$ cat config.mk
export PLATFORM = sky130hd
export DESIGN_NAME = uart_tx_arbiter
export DESIGN_NICKNAME = d
export VERILOG_FILES = /design/src/rtl/uart_pkg.sv /design/src/rtl/rr_arbiter_comb.sv /design/src/rtl/uart_tx_arbiter.sv
export SDC_FILE = /design/constraint.sdc
export NUM_CORES = 1
export LEC_CHECK = 0
export BUFFER_PORTS_ARGS = -buffer_cell sky130_fd_sc_hd__buf_4
export CORE_UTILIZATION = 45
export CTS_BUF_LIST = sky130_fd_sc_hd__clkbuf_16
export DETAILED_ROUTE_END_ITERATION = 16
export PLACE_DENSITY = 0.81
export SLEW_MARGIN = 15
export SYNTH_ARGS = -nofsm -noshare
export SYNTH_HDL_FRONTEND = slang
export SYNTH_SLANG_ARGS = --single-unit
export TNS_END_PERCENT = 1
$ cat constraint.sdc
create_clock -name i_clk -period 3.5 [get_ports i_clk]
set_input_delay 0.7 -clock i_clk [delete_from_list [all_inputs] [get_ports i_clk]]
set_output_delay 0.7 -clock i_clk [all_outputs]
set_load 0.005 [all_outputs]
$ cat src/rtl/uart_pkg.sv
// Shared definitions for the UART transmit-side arbiter and related blocks.
package uart_pkg;

  // Arbiter sequencing states.
  typedef enum logic [2:0] {
    ST_IDLE      = 3'd0,
    ST_LAUNCH    = 3'd1,
    ST_WAIT_ACT  = 3'd2,
    ST_WAIT_DONE = 3'd3,
    ST_DRAIN     = 3'd4
  } arb_state_t;

  // One UART frame: start bit, 8 data bits, stop bit.
  localparam int unsigned FRAME_BITS = 10;

  // Smallest launch-to-done timeout that still covers one complete frame
  // plus the launch and done-recognition cycles.
  function automatic int unsigned min_timeout_cycles(input int unsigned clks_per_bit);
    return FRAME_BITS * clks_per_bit + 2;
  endfunction

endpackage

$ cat src/rtl/rr_arbiter_comb.sv
// Purely combinational round-robin picker: scans the request vector starting
// at i_ptr and wrapping, returning the first active requester.
module rr_arbiter_comb #(
  parameter int N   = 4,
  parameter int IDW = (N > 1) ? $clog2(N) : 1
) (
  input  logic [N-1:0]   i_req,
  input  logic [IDW-1:0] i_ptr,
  output logic [N-1:0]   o_gnt,
  output logic [IDW-1:0] o_idx,
  output logic           o_any
);

  // Rotating priority search; the first hit wins and later hits are ignored.
  always_comb begin
    int k;
    o_gnt = '0;
    o_idx = '0;
    o_any = 1'b0;
    k     = 0;
    for (int i = 0; i < N; i++) begin
      k = int'(i_ptr) + i;
      if (k >= N) begin
        k = k - N;
      end
      if (!o_any && i_req[k]) begin
        o_any    = 1'b1;
        o_gnt[k] = 1'b1;
        o_idx    = IDW'(k);
      end
    end
  end

endmodule

$ cat src/rtl/uart_tx_arbiter.sv
// Round-robin sharing of a single UART transmitter among NUM_REQ byte
// producers. One byte is accepted per grant, launched with a single-cycle
// data-valid pulse, and the line is then tracked until the transmitter is
// fully idle again (or a timeout abandons the byte).
module uart_tx_arbiter
  import uart_pkg::*;
#(
  parameter int NUM_REQ        = 4,
  parameter int TIMEOUT_CYCLES = 4096,
  parameter int ID_W           = (NUM_REQ > 1) ? $clog2(NUM_REQ) : 1
) (
  input  logic                 i_clk,
  input  logic                 i_rst_n,
  input  logic [NUM_REQ-1:0]   i_req_valid,
  input  logic [8*NUM_REQ-1:0] i_req_byte,
  output logic [NUM_REQ-1:0]   o_req_ready,
  output logic                 o_tx_dv,
  output logic [7:0]           o_tx_byte,
  input  logic                 i_tx_act,
  input  logic                 i_tx_done,
  output logic                 o_busy,
  output logic [ID_W-1:0]      o_grant_id,
  output logic                 o_err
);

  localparam int              CNT_W    = $clog2(TIMEOUT_CYCLES + 1);
  localparam logic [CNT_W-1:0] CNT_LAST = CNT_W'(TIMEOUT_CYCLES - 1);
  localparam logic [CNT_W-1:0] CNT_MAX  = '1;
  localparam logic [ID_W-1:0]  LAST_ID  = ID_W'(NUM_REQ - 1);

  arb_state_t       state_q, state_d;
  logic [ID_W-1:0]  rr_ptr_q, rr_ptr_d;
  logic [7:0]       tx_byte_q, tx_byte_d;
  logic [ID_W-1:0]  grant_id_q, grant_id_d;
  logic [CNT_W-1:0] tmo_cnt_q, tmo_cnt_d;
  logic             tx_dv_q, tx_dv_d;

  logic [NUM_REQ-1:0] arb_gnt;
  logic [ID_W-1:0]    arb_idx;
  logic               arb_any;
  logic [7:0]         req_bytes [NUM_REQ];
  logic [7:0]         sel_byte;
  logic               timed_out;

  // Unpack the flat byte bus into one lane per requester.
  for (genvar gi = 0; gi < NUM_REQ; gi++) begin : g_lane
    assign req_bytes[gi] = i_req_byte[8*gi +: 8];
  end

  rr_arbiter_comb #(
    .N   (NUM_REQ),
    .IDW (ID_W)
  ) u_rr (
    .i_req (i_req_valid),
    .i_ptr (rr_ptr_q),
    .o_gnt (arb_gnt),
    .o_idx (arb_idx),
    .o_any (arb_any)
  );

  // Select the granted requester's byte; the grant is one-hot so OR-ing is safe.
  always_comb begin
    sel_byte = '0;
    for (int k = 0; k < NUM_REQ; k++) begin
      if (arb_gnt[k]) begin
        sel_byte = sel_byte | req_bytes[k];
      end
    end
  end

  assign timed_out = (tmo_cnt_q >= CNT_LAST);

  // Next-state logic, handshake outputs and timeout tracking.
  always_comb begin
    state_d     = state_q;
    rr_ptr_d    = rr_ptr_q;
    tx_byte_d   = tx_byte_q;
    grant_id_d  = grant_id_q;
    tmo_cnt_d   = tmo_cnt_q;
    o_req_ready = '0;
    o_err       = 1'b0;

    case (state_q)
      ST_IDLE: begin
        // Ready is masked during reset so nothing can appear accepted.
        if (arb_any && i_rst_n) begin
          o_req_ready = arb_gnt;
          tx_byte_d   = sel_byte;
          grant_id_d  = arb_idx;
          rr_ptr_d    = (arb_idx == LAST_ID) ? '0 : arb_idx + 1'b1;
          state_d     = ST_LAUNCH;
        end
      end

      ST_LAUNCH: begin
        tmo_cnt_d = '0;
        state_d   = ST_WAIT_ACT;
      end

      ST_WAIT_ACT: begin
        if (tmo_cnt_q != CNT_MAX) begin
          tmo_cnt_d = tmo_cnt_q + 1'b1;
        end
        // A done seen before act means the frame already finished.
        if (i_tx_done) begin
          state_d = ST_DRAIN;
        end else if (i_tx_act) begin
          state_d = ST_WAIT_DONE;
        end else if (timed_out) begin
          o_err   = 1'b1;
          state_d = ST_IDLE;
        end
      end

      ST_WAIT_DONE: begin
        if (tmo_cnt_q != CNT_MAX) begin
          tmo_cnt_d = tmo_cnt_q + 1'b1;
        end
        if (i_tx_done) begin
          state_d = ST_DRAIN;
        end else if (timed_out) begin
          o_err   = 1'b1;
          state_d = ST_IDLE;
        end
      end

      ST_DRAIN: begin
        // Wait for a fully quiet transmitter so a long done is consumed once.
        if (!i_tx_done && !i_tx_act) begin
          state_d = ST_IDLE;
        end
      end

      default: begin
        state_d = ST_IDLE;
      end
    endcase

    tx_dv_d = (state_d == ST_LAUNCH);
  end

  // State and datapath registers.
  always_ff @(posedge i_clk or negedge i_rst_n) begin
    if (!i_rst_n) begin
      state_q    <= ST_IDLE;
      rr_ptr_q   <= '0;
      tx_byte_q  <= '0;
      grant_id_q <= '0;
      tmo_cnt_q  <= '0;
      tx_dv_q    <= 1'b0;
    end else begin
      state_q    <= state_d;
      rr_ptr_q   <= rr_ptr_d;
      tx_byte_q  <= tx_byte_d;
      grant_id_q <= grant_id_d;
      tmo_cnt_q  <= tmo_cnt_d;
      tx_dv_q    <= tx_dv_d;
    end
  end

  assign o_tx_dv    = tx_dv_q;
  assign o_tx_byte  = tx_byte_q;
  assign o_grant_id = grant_id_q;
  assign o_busy     = (state_q != ST_IDLE);

endmodule

# After elaboration in Yosys (flattened, before gate mapping)

Cells that the tools add are included.

Equality and inequality tests: 8
Shift operators: 0
Reduce and logical (&&, ||, !) cells: 20
Multiplexer cells: 57
Magnitude comparators: 13
Multiply operators: 0
Bitwise logic cells: 6
Div/mod/pow operators: 0
$add $sub $neg: 9

Operator list:

| operator                | number |
|---|---|
| $ge A32 B1 Y1 const B   | 4 |
| $lt A32 B4 Y1 const B   | 4 |
| $mux W32                | 4 |
| $ge A32 B4 Y1 const B   | 3 |
| $sub A32 B4 Y32 const B | 3 |
| $mux W8                 | 4 |
| $pmux W13 S2            | 1 |
| $mux W4                 | 6 |
| $or A8 B8 Y8            | 3 |
| $mux W1                 | 20 |
| $mux W3                 | 6 |
| $pmux W3 S5             | 1 |
| $add A13 B1 Y13 const B | 1 |
| $ge A13 B12 Y1 const B  | 1 |
| $mux W13                | 1 |
| $ne A13 B13 Y1 const B  | 1 |
| $or A4 B4 Y4            | 3 |
| $mux W2                 | 5 |
| $logic_and A1 B1 Y1     | 9 |
| $bmux W1 S2             | 4 |
| $demux W1 S2            | 4 |
| $add A2 B2 Y3 const B   | 2 |
| $eq A3 B1 Y1 const B    | 2 |
| $eq A3 B2 Y1 const B    | 2 |
| 14 further kinds        | 19 |

Logic and storage cells: 119
RAM bits: 0
Memories: 0
Latch bits: 0
Output and inout port bits: 17
Bits of input ports: 40
Bits in read-only memories: 0
Flip-flop bits (word level): 29

# Logic depth before layout (Yosys ltp)

Gate-level depths: netlist of run 1.

Word-level depth: 22
Depth in mapped cells: 13
Depth with buffers taken out: 11

# By module

From an unflattened synthesis of run 1, not the netlist that was laid out.

Cells, all modules: 202
Area total of the unflattened synthesis: 2023.2 µm²

By module, submodules not included:

| module          | times used | area an instance (µm²) | seq. area each (µm²) | cells an instance |
|---|---|---|---|---|
| uart_tx_arbiter | 1          | 1562.7                 | 725.7                | 154 |
| rr_arbiter_comb | 1          | 460.4                  | 0.0                  | 48 |

# Least setup slack after synthesis of run 1

No wires, ideal clock.

Path type: flip-flop to output port
Start: register rr_ptr_q[1]
End: output port o_req_ready[2]
Buffers on the path: 1
Path slack: 0.356 ns
Cell stages (with the launch flop): 10
Required time: 2.800 ns
Arrival time: 2.444 ns
Cell sequence: dfrtp_1 clkbuf_1 inv_1 ha_1 mux4_2 nor2b_1 a221oi_1 a21oi_2 nor2_1 nor2_1

Word-level cells in the longest chain between the ends: 18
Elaborated cells between the ends (all ways): 67
Those cells by class: 7 x add/sub; 12 x order compare; 34 x mux; 3 x bitwise; 11 x reduce/logical

RTL lines:

| element                                                                  | line                   | RTL |
|---|---|---|
| start: declaration                                                       | uart_tx_arbiter.sv:32  | `logic [ID_W-1:0] rr_ptr_q, rr_ptr_d;` |
| start signal: assignment                                                 | uart_tx_arbiter.sv:153 | `rr_ptr_q <= rr_ptr_d;` |
| parallel branches: the longest is 16 deep, another holds $sub A32 B4 Y32 | --                     |  |
| $mux W4 (*)                                                              | uart_tx_arbiter.sv:86  | `if (arb_any && i_rst_n) begin` |
| $mux W4 (*)                                                              | uart_tx_arbiter.sv:83  | `case (state_q)` |
| end: declaration                                                         | uart_tx_arbiter.sv:16  | `output logic [NUM_REQ-1:0] o_req_ready,` |

Mark *: on every way between the ends. The select of a mux whose other input is x is not followed.

# Worst setup path after layout of run 1

Start: register rr_ptr_q[0]
End: output port o_req_ready[0]

Same word-level chain as after synthesis.

==> results of run 1 <==
-- stage by stage --
stage          setup WS, ns  hold slack, ns  util (%)  std cells
4_1_cts              0.0988           0.366      60.5        381
3_5_place_dp          0.375           0.503      57.6        373
2_1_floorplan         0.356           0.404         -        257
6_report              0.192           0.351      60.8        383
3_3_place_gp          0.413           0.480      57.6        373
5_1_grt              0.0261           0.375      60.8        383
-- metal layers --
layer	vias up	share of wire [%]	wire, um
li1	1087	-	-
met1	1096	44	2590
met2	97	48	2870
met3	12	6.4	381
met4	0	1.8	108
met5	-	0	0
-- sequential cells by signal (all words and copies together), names as in the netlist --
register	cells
o_tx_dv	1
o_tx_byte	8
o_grant_id	2
rr_ptr_q	2
tmo_cnt_q	13
state_q	3
-- power by group through the flow --
stage | logic [mW] | clock network [mW] | registers (mW)
finish | 1.46 | 0.392 | 0.512
CTS | 1.42 | 0.401 | 0.511
global placement | 1.38 | 0 | 0.509
floorplan | 1.01 | 0 | 0.506
global route | 1.61 | 0.416 | 0.524
detailed placement | 1.41 | 0 | 0.514
-- cell type report --
class / instances / share of cell area [%]
clock buffer: 5 / 4.27
clock inverter: 3 / 0.385
inverter: 13 / 1.67
multi-input combinational: 201 / 49.4
sequential: 29 / 24.8
tap: 67 / 2.86
timing repair buffer: 65 / 16.7
-- cell usage in the layout, fill, tap and decap left out, types with 4 or more instances in the layout --
cell / Yosys / final
buf_4: 0 / 65
dfrtp_1: 29 / 29
nor2_1: 27 / 27
nand2_1: 16 / 16
inv_1: 12 / 15
o21ai_0: 15 / 15
nand3b_1: 10 / 10
a21oi_1: 9 / 9
nand3_1: 9 / 9
a221oi_1: 9 / 9
a22oi_1: 8 / 8
o221ai_1: 8 / 8
nand2b_1: 6 / 6
ha_1: 6 / 6
xnor2_1: 5 / 5
o211ai_1: 5 / 5
clkbuf_16: 0 / 5
nor4_1: 4 / 4
nor3_1: 4 / 4
and3_1: 4 / 4
xor2_1: 4 / 4
-- what timing repair did --
action	CTS	global route
hold buffers	0	0
endpoints found under the setup margin	0	1
buffers inserted	0	2
-- cells by family after synthesis --
kind of cell,count (synthesis)
simple gates,95
compound gates,82
flops,29
buf+inv,27
xor+xnor,9
mux,9
fa+ha+maj,6
-- path summary, 6_finish.rpt --
path	startpoint	end	cells after the start	slack, ns
worst min-delay path	i_rst_n	o_tx_byte[3]	1	0.35
worst max register to register	rr_ptr_q[0]	rr_ptr_q[0]	10	0.60
worst min register to register	state_q[2]	state_q[1]	1	0.51
max in group asynchronous	i_rst_n	tmo_cnt_q[0]	1	2.85
min in group i_clk	state_q[2]	state_q[1]	1	0.51
worst max-delay path	rr_ptr_q[0]	o_req_ready[0]	9	0.19
==> metrics.yaml, run 1 <==
synth.mux.area_fraction_pct: 5.89
drtAntennaViolNets: 0
max_freq_mhz: 302
hold_path_class: "primary input to asynchronous set/reset pin"
cp_slowest_cell: "mux4_2"
endpoint_kind: "output pin"
area_delta_synth_final_pct: 27.7
switchingPower_mw: 1.04
layout-drive-gt1-share_pct: 29.1
htreeDepth: 2
gp_congestion: 0.854
synthTopCellsByCount: "dfrtp_1, nor2_1, nand2_1, o21ai_0, inv_1"
netlist.area_leader.share_pct: 31.6
switching_share_pct: 44.0
die-height_um: 73.4
max-cap-violations: 0
cts.repair.resized: 0
path_max_fanout: 9
insertion_delay_ns: 0.27
vias: 2292
power_density_mw_per_mm2: 808
slowest_delay_ns: 0.62
cts_tree: "done"
syn_nets: 303
diodes: 0
yosysMostFrequentCell: "dfrtp_1"
cp.arrival_ns: 2.61
routed_wirelength_um: 5950
clk_path_buf_depth: 2
startpoint_type: "flip-flop"
top_usage_layer: "met2"
power_frac_seq_pct: 21.6
p_clk_share_pct: 16.6
hold_viol: 0
rows: 25
setup_viol: 0
async_reset_ff_share_pct: 100
synth.area.top_cells: "dfrtp_1, nor2_1, a221oi_1"
synth_edf_count: 0
status: "finished, final reports clean"
syn_area_per_cell_sq_um: 8.92
clk_pin_slew_ns: 0.05
final.setup.tns_ns: 0
ctsRootBufferMaster: "clkbuf_16"
ys_types: 56
power.internal_mw: 1.33
io_buffers: 56
crit_path_cell_trace: "inv_1 -> ha_1 -> mux4_2 -> inv_2 -> a2111oi_4 -> a21oi_2 -> a21oi_1 -> nor2_1 -> buf_4"
p_leak_nw: 1.26
critPathTopFamily: "multiplexers"
ir_worst_vdd_uv: 392
post-route-period-util_pct: 94.5
fp.coreArea_sq_mm: 0.00482
vias_per_cell: 5.98
grt_remaining_overflow: 0
fin_crit_ns: 3.31
start_util_pct: 47.6
grt_pass1_wl_um: 9680
regArea_sq_um: 726
synthXorXnorAreaFrac_pct: 3.44
grt_pass1_vias: 2156
dieArea_sq_mm: 0.00539
hpwl_um: 4250
grt_usage_pct: 23.3
syn_area_sq_mm: 0.00229
synth-seq-cells: 29
criticalPathCategory: "flip-flop to output pin"
path_buf_inv: 3
power_mw: 2.37
ys_warn_count: 0
use_met2_pct: 39.7
grt_max_degree: 32
drt-wirelength-per-cell_um: 15.5
yosys.area.top_type: "dfrtp_1"
drt_iter0_markers: 168
num_io_pins: 57
drcViolationCount: 0
yosysSeqAreaShare_pct: 31.6
worst_pin_slew_ns: 0.652
synthCells: 257
critPathRequiredTime_ns: 2.80
fin_skew_ns: 0.00320
synth-compound-area-share_pct: 28.8
comb_power_share_pct: 61.8
relSlewSlack_pct: 56.3
fin_area_sq_mm: 0.00293
use_met1_pct: 28.9
post_synth_fa_ha_maj_area_fraction_pct: 3.27
multi_input_area_sq_mm: 0.00145
cts_buffers: 5
synthSimpleGateAreaFrac_pct: 21.7
rsz0062_at_grt: "no"
slew_violations: 0
cts.sinks: 29
yosys_most_used_dff: "dfrtp_1"
fillers: 441
place_area_sq_mm: 0.00278
fp.dieW_um: 73.4
antenna_found_initial: 0
dr.pass1.iters: 4
finalNetCount: 361
use_met3_pct: 4.80
synth_top_family_by_area: "compound AO/OA/AOI/OAI gates"
Note: power is estimated with default switching activity, not from simulation.
==> run 2, diff against run 1 <==
--- a/config.mk
+++ b/config.mk
@@ -5,11 +5,13 @@
 export SDC_FILE = /design/constraint.sdc
 export NUM_CORES = 1
 export LEC_CHECK = 0
+export ABC_CLOCK_PERIOD_IN_PS = 3500
 export BUFFER_PORTS_ARGS = -buffer_cell sky130_fd_sc_hd__buf_4
 export CORE_UTILIZATION = 45
 export CTS_BUF_LIST = sky130_fd_sc_hd__clkbuf_16
 export DETAILED_ROUTE_END_ITERATION = 16
 export PLACE_DENSITY = 0.81
+export REMOVE_ABC_BUFFERS = 1
 export SLEW_MARGIN = 15
 export SYNTH_ARGS = -nofsm -noshare
 export SYNTH_HDL_FRONTEND = slang
==> metrics.yaml, run 2 (same netlist as run 1, synthesis figures left out) <==
regToRegSetupSlack_ns: 0.63  # +0.03 ns
cp_slowest_cell: "mux4_2"
cts.sinks: 29  # unchanged
power_density_mw_per_mm2: 799  # -1.2%
grt_pass1_wl_um: 9870  # +2.0%
dr.pass1.iters: 4  # unchanged
vias: 2240  # -2.3%
grt_max_degree: 32  # unchanged
htreeDepth: 2  # unchanged
path_buf_inv: 2  # -1
slowest_delay_ns: 0.62  # about the same
start_util_pct: 47.6  # unchanged
p_leak_nw: 1.25  # -0.73%
gp_congestion: 0.918  # +7.4%
hold_path_class: "primary input to asynchronous set/reset pin"
grt_usage_pct: 23.8  # +0.43 points
routed_wirelength_um: 5860  # -1.4%
worst_pin_slew_ns: 0.698  # +0.0457 ns
switching_share_pct: 43.8  # -0.17 points
regMostFlops: "tmo_cnt_q"
rsz0062_at_grt: "no"
max-cap-violations: 0  # unchanged
fin_crit_ns: 3.33  # +0.0259 ns
drt_iter0_markers: 161  # -4.2%
relSlewSlack_pct: 53.2  # -3.1 points
fin_skew_ns: 0.00364  # +0.000436 ns
max_freq_mhz: 300  # -0.78%
insertion_delay_ns: 0.27  # about the same
ctsRootBufferMaster: "clkbuf_16"
dieArea_sq_mm: 0.00539  # unchanged
drtAntennaViolNets: 0  # unchanged
area_delta_synth_final_pct: 27.5
post-route-period-util_pct: 95.2  # +0.74 points
ir_worst_vdd_uv: 560  # +43%
multi_input_area_sq_mm: 0.00145  # unchanged
criticalPathCategory: "flip-flop to output pin"
antenna_found_initial: 0  # unchanged
final_cells: 382  # -0.26%
vias_per_cell: 5.86  # -2.0%
drcViolationCount: 0  # unchanged
layout-drive-gt1-share_pct: 29.2  # +0.092 points
cts_tree: "done"
cts_buffers: 5  # unchanged
die-height_um: 73.4  # unchanged
drt-wirelength-per-cell_um: 15.3  # -1.2%
regArea_sq_um: 726  # unchanged
clk_path_buf_depth: 2  # unchanged
critPathTopFamily: "multiplexers"
diodes: 0  # unchanged
final_cell_mix: "buf_4, dfrtp_1, nor2_1"
final.setup.tns_ns: 0  # unchanged
hpwl_um: 4360  # +2.5%
finalNetCount: 361  # unchanged
path_max_fanout: 9  # unchanged
placedCellCount: 373  # unchanged
status: "finished, final reports clean"
hold_viol: 0  # unchanged
clk_pin_slew_ns: 0.05  # about the same
grt_pass1_vias: 2110  # -2.1%
fin_area_sq_mm: 0.00292  # -0.13%
largest_register_ffs: 13  # unchanged
critPathRequiredTime_ns: 2.80  # about the same
cp.arrival_ns: 2.63  # +0.02 ns
power.internal_mw: 1.31  # -1.0%
grt_remaining_overflow: 0  # unchanged
fin_util_pct: 60.7  # -0.078 points
num_io_pins: 57  # unchanged
p_clk_share_pct: 16.5  # about the same
crit_path_cell_trace: "inv_1 -> ha_1 -> mux4_2 -> nor2b_1 -> a221oi_2 -> o22ai_4 -> and2_1 -> buf_4"
comb_power_share_pct: 61.7  # about the same
power_frac_seq_pct: 21.8  # +0.2 points
rows: 25  # unchanged
cts_hold_buf: 0  # unchanged
fp.dieW_um: 73.4  # unchanged
slew_violations: 0  # unchanged
fp.coreArea_sq_mm: 0.00482  # unchanged
layout_commonest_cell: "buf_4"
place_area_sq_mm: 0.00278  # unchanged
io_buffers: 56  # unchanged
startpoint_type: "flip-flop"
fillers: 430  # -2.5%
setup_viol: 0  # unchanged
endpoint_kind: "output pin"
switchingPower_mw: 1.02  # -1.7%
[run 2: timing repair]
item | 4_1_cts | 5_1_grt
buffers inserted | 0 | 2
resized for setup | 0 | 0
endpoints found under the setup margin | 0 | 1
[run 2: worst register-to-register path, stage by stage, from the launching register on]
cell	delay, ns
dfrtp_1	0.35
inv_1	0.10
ha_1	0.38
mux4_2	0.62
inv_2	0.13
o32a_1	0.14
o22ai_1	0.09
o21a_1	0.19
ha_1	0.21
or4_1	0.49
o21ai_1	0.09
[run 2: routing by layer]
| layer | share of wire [%] | GRT usage [%] | vias up |
|---|---|---|---|
| li1 | - | - | 1089 |
| met1 | 43 | 31.6 | 1083 |
| met2 | 51 | 39.9 | 62 |
| met3 | 3.9 | 4.80 | 6 |
| met4 | 1.2 | 5.34 | 0 |
| met5 | 0 | 0 | - |
[run 2: through the flow]
step / power [mW] / setup WS (ns) / hold WS (ns)
floorplan: 1.47 / 0.334 / 0.404
detailed placement: 1.90 / 0.336 / 0.503
global placement: 1.88 / 0.377 / 0.481
CTS: 2.30 / 0.0266 / 0.476
global route: 2.53 / 0.0331 / 0.493
finish: 2.34 / 0.166 / 0.460
[run 2: final cells by class]
class	count	share of cell area [%]
Inverter	13	1.67
Multi-Input combinational cell	201	49.4
Clock inverter	2	0.257
Tap cell	67	2.87
Timing Repair Buffer	65	16.7
Clock buffer	5	4.28
Sequential cell	29	24.8
[run 2: final timing paths]
path | from | end | cells after the start
worst min register to register | state_q[2] | state_q[1] | 1
max in group asynchronous | i_rst_n | tmo_cnt_q[5] | 2
worst max-delay path | rr_ptr_q[1] | o_req_ready[1] | 8
worst max register to register | rr_ptr_q[1] | rr_ptr_q[0] | 10
min in group i_clk | state_q[2] | state_q[1] | 1
worst min-delay path | i_rst_n | tmo_cnt_q[12] | 2
[run 2: power groups by stage]
stage | Combinational [mW] | Sequential [mW] | Clock (mW)
6_report | 1.44 | 0.508 | 0.386
5_1_grt | 1.60 | 0.525 | 0.412
4_1_cts | 1.40 | 0.509 | 0.392
3_5_place_dp | 1.39 | 0.512 | 0
3_3_place_gp | 1.37 | 0.509 | 0
2_1_floorplan | 0.934 | 0.536 | 0
==> run 3, diff against run 2 <==
==> constraint.sdc (replaced) <==
create_clock -name i_clk -period 3.5 [get_ports i_clk]
set_input_delay 0.35 -clock i_clk [delete_from_list [all_inputs] [get_ports i_clk]]
set_output_delay 0.35 -clock i_clk [all_outputs]
set_load 0.005 [all_outputs]
==> metrics.yaml, run 3 (same netlist as run 1, synthesis figures left out) <==
status: "finished, final reports clean"
hold_path_class: "primary input to asynchronous set/reset pin"
start_util_pct: 47.6  # unchanged
placedCellCount: 371  # -0.54%
grt_usage_pct: 23.2  # -0.51 points
htreeDepth: 2  # unchanged
max_freq_mhz: 320  # +6.7%
vias: 2220  # -0.89%
cts_buffers: 5  # unchanged
post-route-period-util_pct: 89.3  # -5.9 points
cts_hold_buf: 0  # unchanged
slew_violations: 0  # unchanged
cp_common_cell: "nor2_1"
power_density_mw_per_mm2: 819  # +2.5%
rsz0062_at_grt: "no"
clk_pin_slew_ns: 0.05  # about the same
cts.sinks: 29  # unchanged
area_delta_synth_final_pct: 27.5  # unchanged
p_leak_nw: 1.24  # -0.50%
drt_iter0_markers: 157  # -2.5%
final.setup.tns_ns: 0  # unchanged
cts.repair.resized: 0  # unchanged
insertion_delay_ns: 0.28  # about the same
drt-wirelength-per-cell_um: 15.7  # +2.1%
clk_path_buf_depth: 2  # unchanged
fin_skew_ns: 0.00480  # +0.00116 ns
routed_wirelength_um: 5930  # +1.3%
grt_pass1_vias: 2118  # +0.38%
gp_congestion: 0.855  # -6.8%
ctsRootBufferMaster: "clkbuf_16"
path_buf_inv: 2  # unchanged
crit_path_cell_trace: "inv_1 -> ha_1 -> mux4_2 -> nor2b_1 -> a221oi_1 -> a21oi_2 -> nor2_1 -> nor2_1 -> buf_4"
layout_commonest_cell: "buf_4"
critPathRequiredTime_ns: 3.15  # +0.35 ns
io_buffers: 56  # unchanged
setup_viol: 0  # unchanged
fillers: 439  # +2.1%
layout-drive-gt1-share_pct: 28.5  # -0.68 points
cp.arrival_ns: 2.78  # +0.15 ns
die-height_um: 73.4  # unchanged
num_io_pins: 57  # unchanged
worst_pin_slew_ns: 0.665  # -0.0327 ns
max-cap-violations: 0  # unchanged
drcViolationCount: 0  # unchanged
cp_slowest_cell: "mux4_2"
endpoint_kind: "output pin"
startpoint_type: "flip-flop"
fp.dieW_um: 73.4  # unchanged
criticalPathCategory: "flip-flop to output pin"
hpwl_um: 4400  # +0.95%
regMostFlops: "tmo_cnt_q"
final_cells: 379  # -0.79%
final_cell_mix: "buf_4, dfrtp_1, nor2_1"
cts_setup_buffers: 0  # unchanged
grt_remaining_overflow: 0  # unchanged
drtAntennaViolNets: 0  # unchanged
largest_register_ffs: 13  # unchanged
grt_max_degree: 30  # -6.3%
dr.pass1.iters: 4  # unchanged
grt_pass1_wl_um: 9580  # -3.0%
hold_viol: 0  # unchanged
finalNetCount: 357  # -1.1%
ir_worst_vdd_uv: 480  # -14%
antenna_found_initial: 0  # unchanged
diodes: 0  # unchanged
fin_crit_ns: 3.13  # -0.208 ns
critPathTopFamily: "multiplexers"
slowest_delay_ns: 0.62  # about the same
fin_util_pct: 60.7  # unchanged
vias_per_cell: 5.86  # -0.11%
cts_tree: "done"
path_max_fanout: 9  # unchanged
fp.coreArea_sq_mm: 0.00482  # unchanged
relSlewSlack_pct: 55.4  # +2.2 points
dieArea_sq_mm: 0.00539  # unchanged
rows: 25  # unchanged
[run 3: final cells by class]
class	instances	area [sq um]	area share [%]
clock inverters	3	37.5	1.28
well taps	67	83.8	2.87
repair buffers	61	458	15.7
inverters	13	48.8	1.67
clock buffers	5	125	4.28
multi-input cells	201	1450	49.4
flip-flops and latches	29	726	24.8
[run 3: worst reg2reg max path: cells and delay by family (launching register included)]
kind	cells	cell delay, ns
muxes	1	0.62
adders and majority gates	2	0.59
AOI/OAI and AO/OA	4	0.49
and+or+nand+nor	1	0.49
DFF	1	0.34
buffers and inverters	2	0.23
[run 3: metrics by stage]
| stage | total power, mW | cell area (sq um) | setup WS (ns) | hold slack, ns |
|---|---|---|---|---|
| CTS | 2.39 | 2920 | 0.375 | 0.115 |
| finish | 2.39 | 2920 | 0.374 | 0.106 |
| detailed placement | 1.90 | 2760 | 0.692 | 0.408 |
| global route | 2.57 | 2920 | 0.188 | 0.135 |
| global placement | 1.86 | 2760 | 0.771 | 0.408 |
| floorplan | 1.47 | 2220 | 0.451 | 0.0544 |
[run 3: path summary, 6_finish.rpt]
| check | cells past startpoint | slack (ns) | end | from |
|---|---|---|---|---|
| setup / recovery | 9 | 0.37 | o_req_ready[2] | rr_ptr_q[1] |
| hold / removal | 2 | 0.11 | o_tx_byte[7] | i_rst_n |
| setup reg to reg | 10 | 0.67 | rr_ptr_q[0] | rr_ptr_q[1] |
| hold reg to reg | 1 | 0.52 | tmo_cnt_q[11] | tmo_cnt_q[11] |
| max in group asynchronous | 2 | 3.12 | state_q[0] | i_rst_n |
| min in group i_clk | 2 | 0.29 | state_q[0] | i_tx_done |
[run 3: power by group]
| part | switching [mW] | total (mW) | leakage, nW | internal [mW] |
|---|---|---|---|---|
| sequential | 0.0782 | 0.509 | 0.359 | 0.431 |
| combinational | 0.812 | 1.41 | 0.800 | 0.594 |
| clock | 0.149 | 0.479 | 0.0826 | 0.330 |
| total | 1.04 | 2.39 | 1.24 | 1.35 |
[run 3: routing by layer]
metal  vias to the layer above  routed length, um  global-route usage [%]
li1                       1085                  -                       -
met1                      1068               2550                    30.8
met2                        60               2980                    36.9
met3                         7                337                    5.21
met4                         0                 65                    8.97
met5                         -                  0                       0
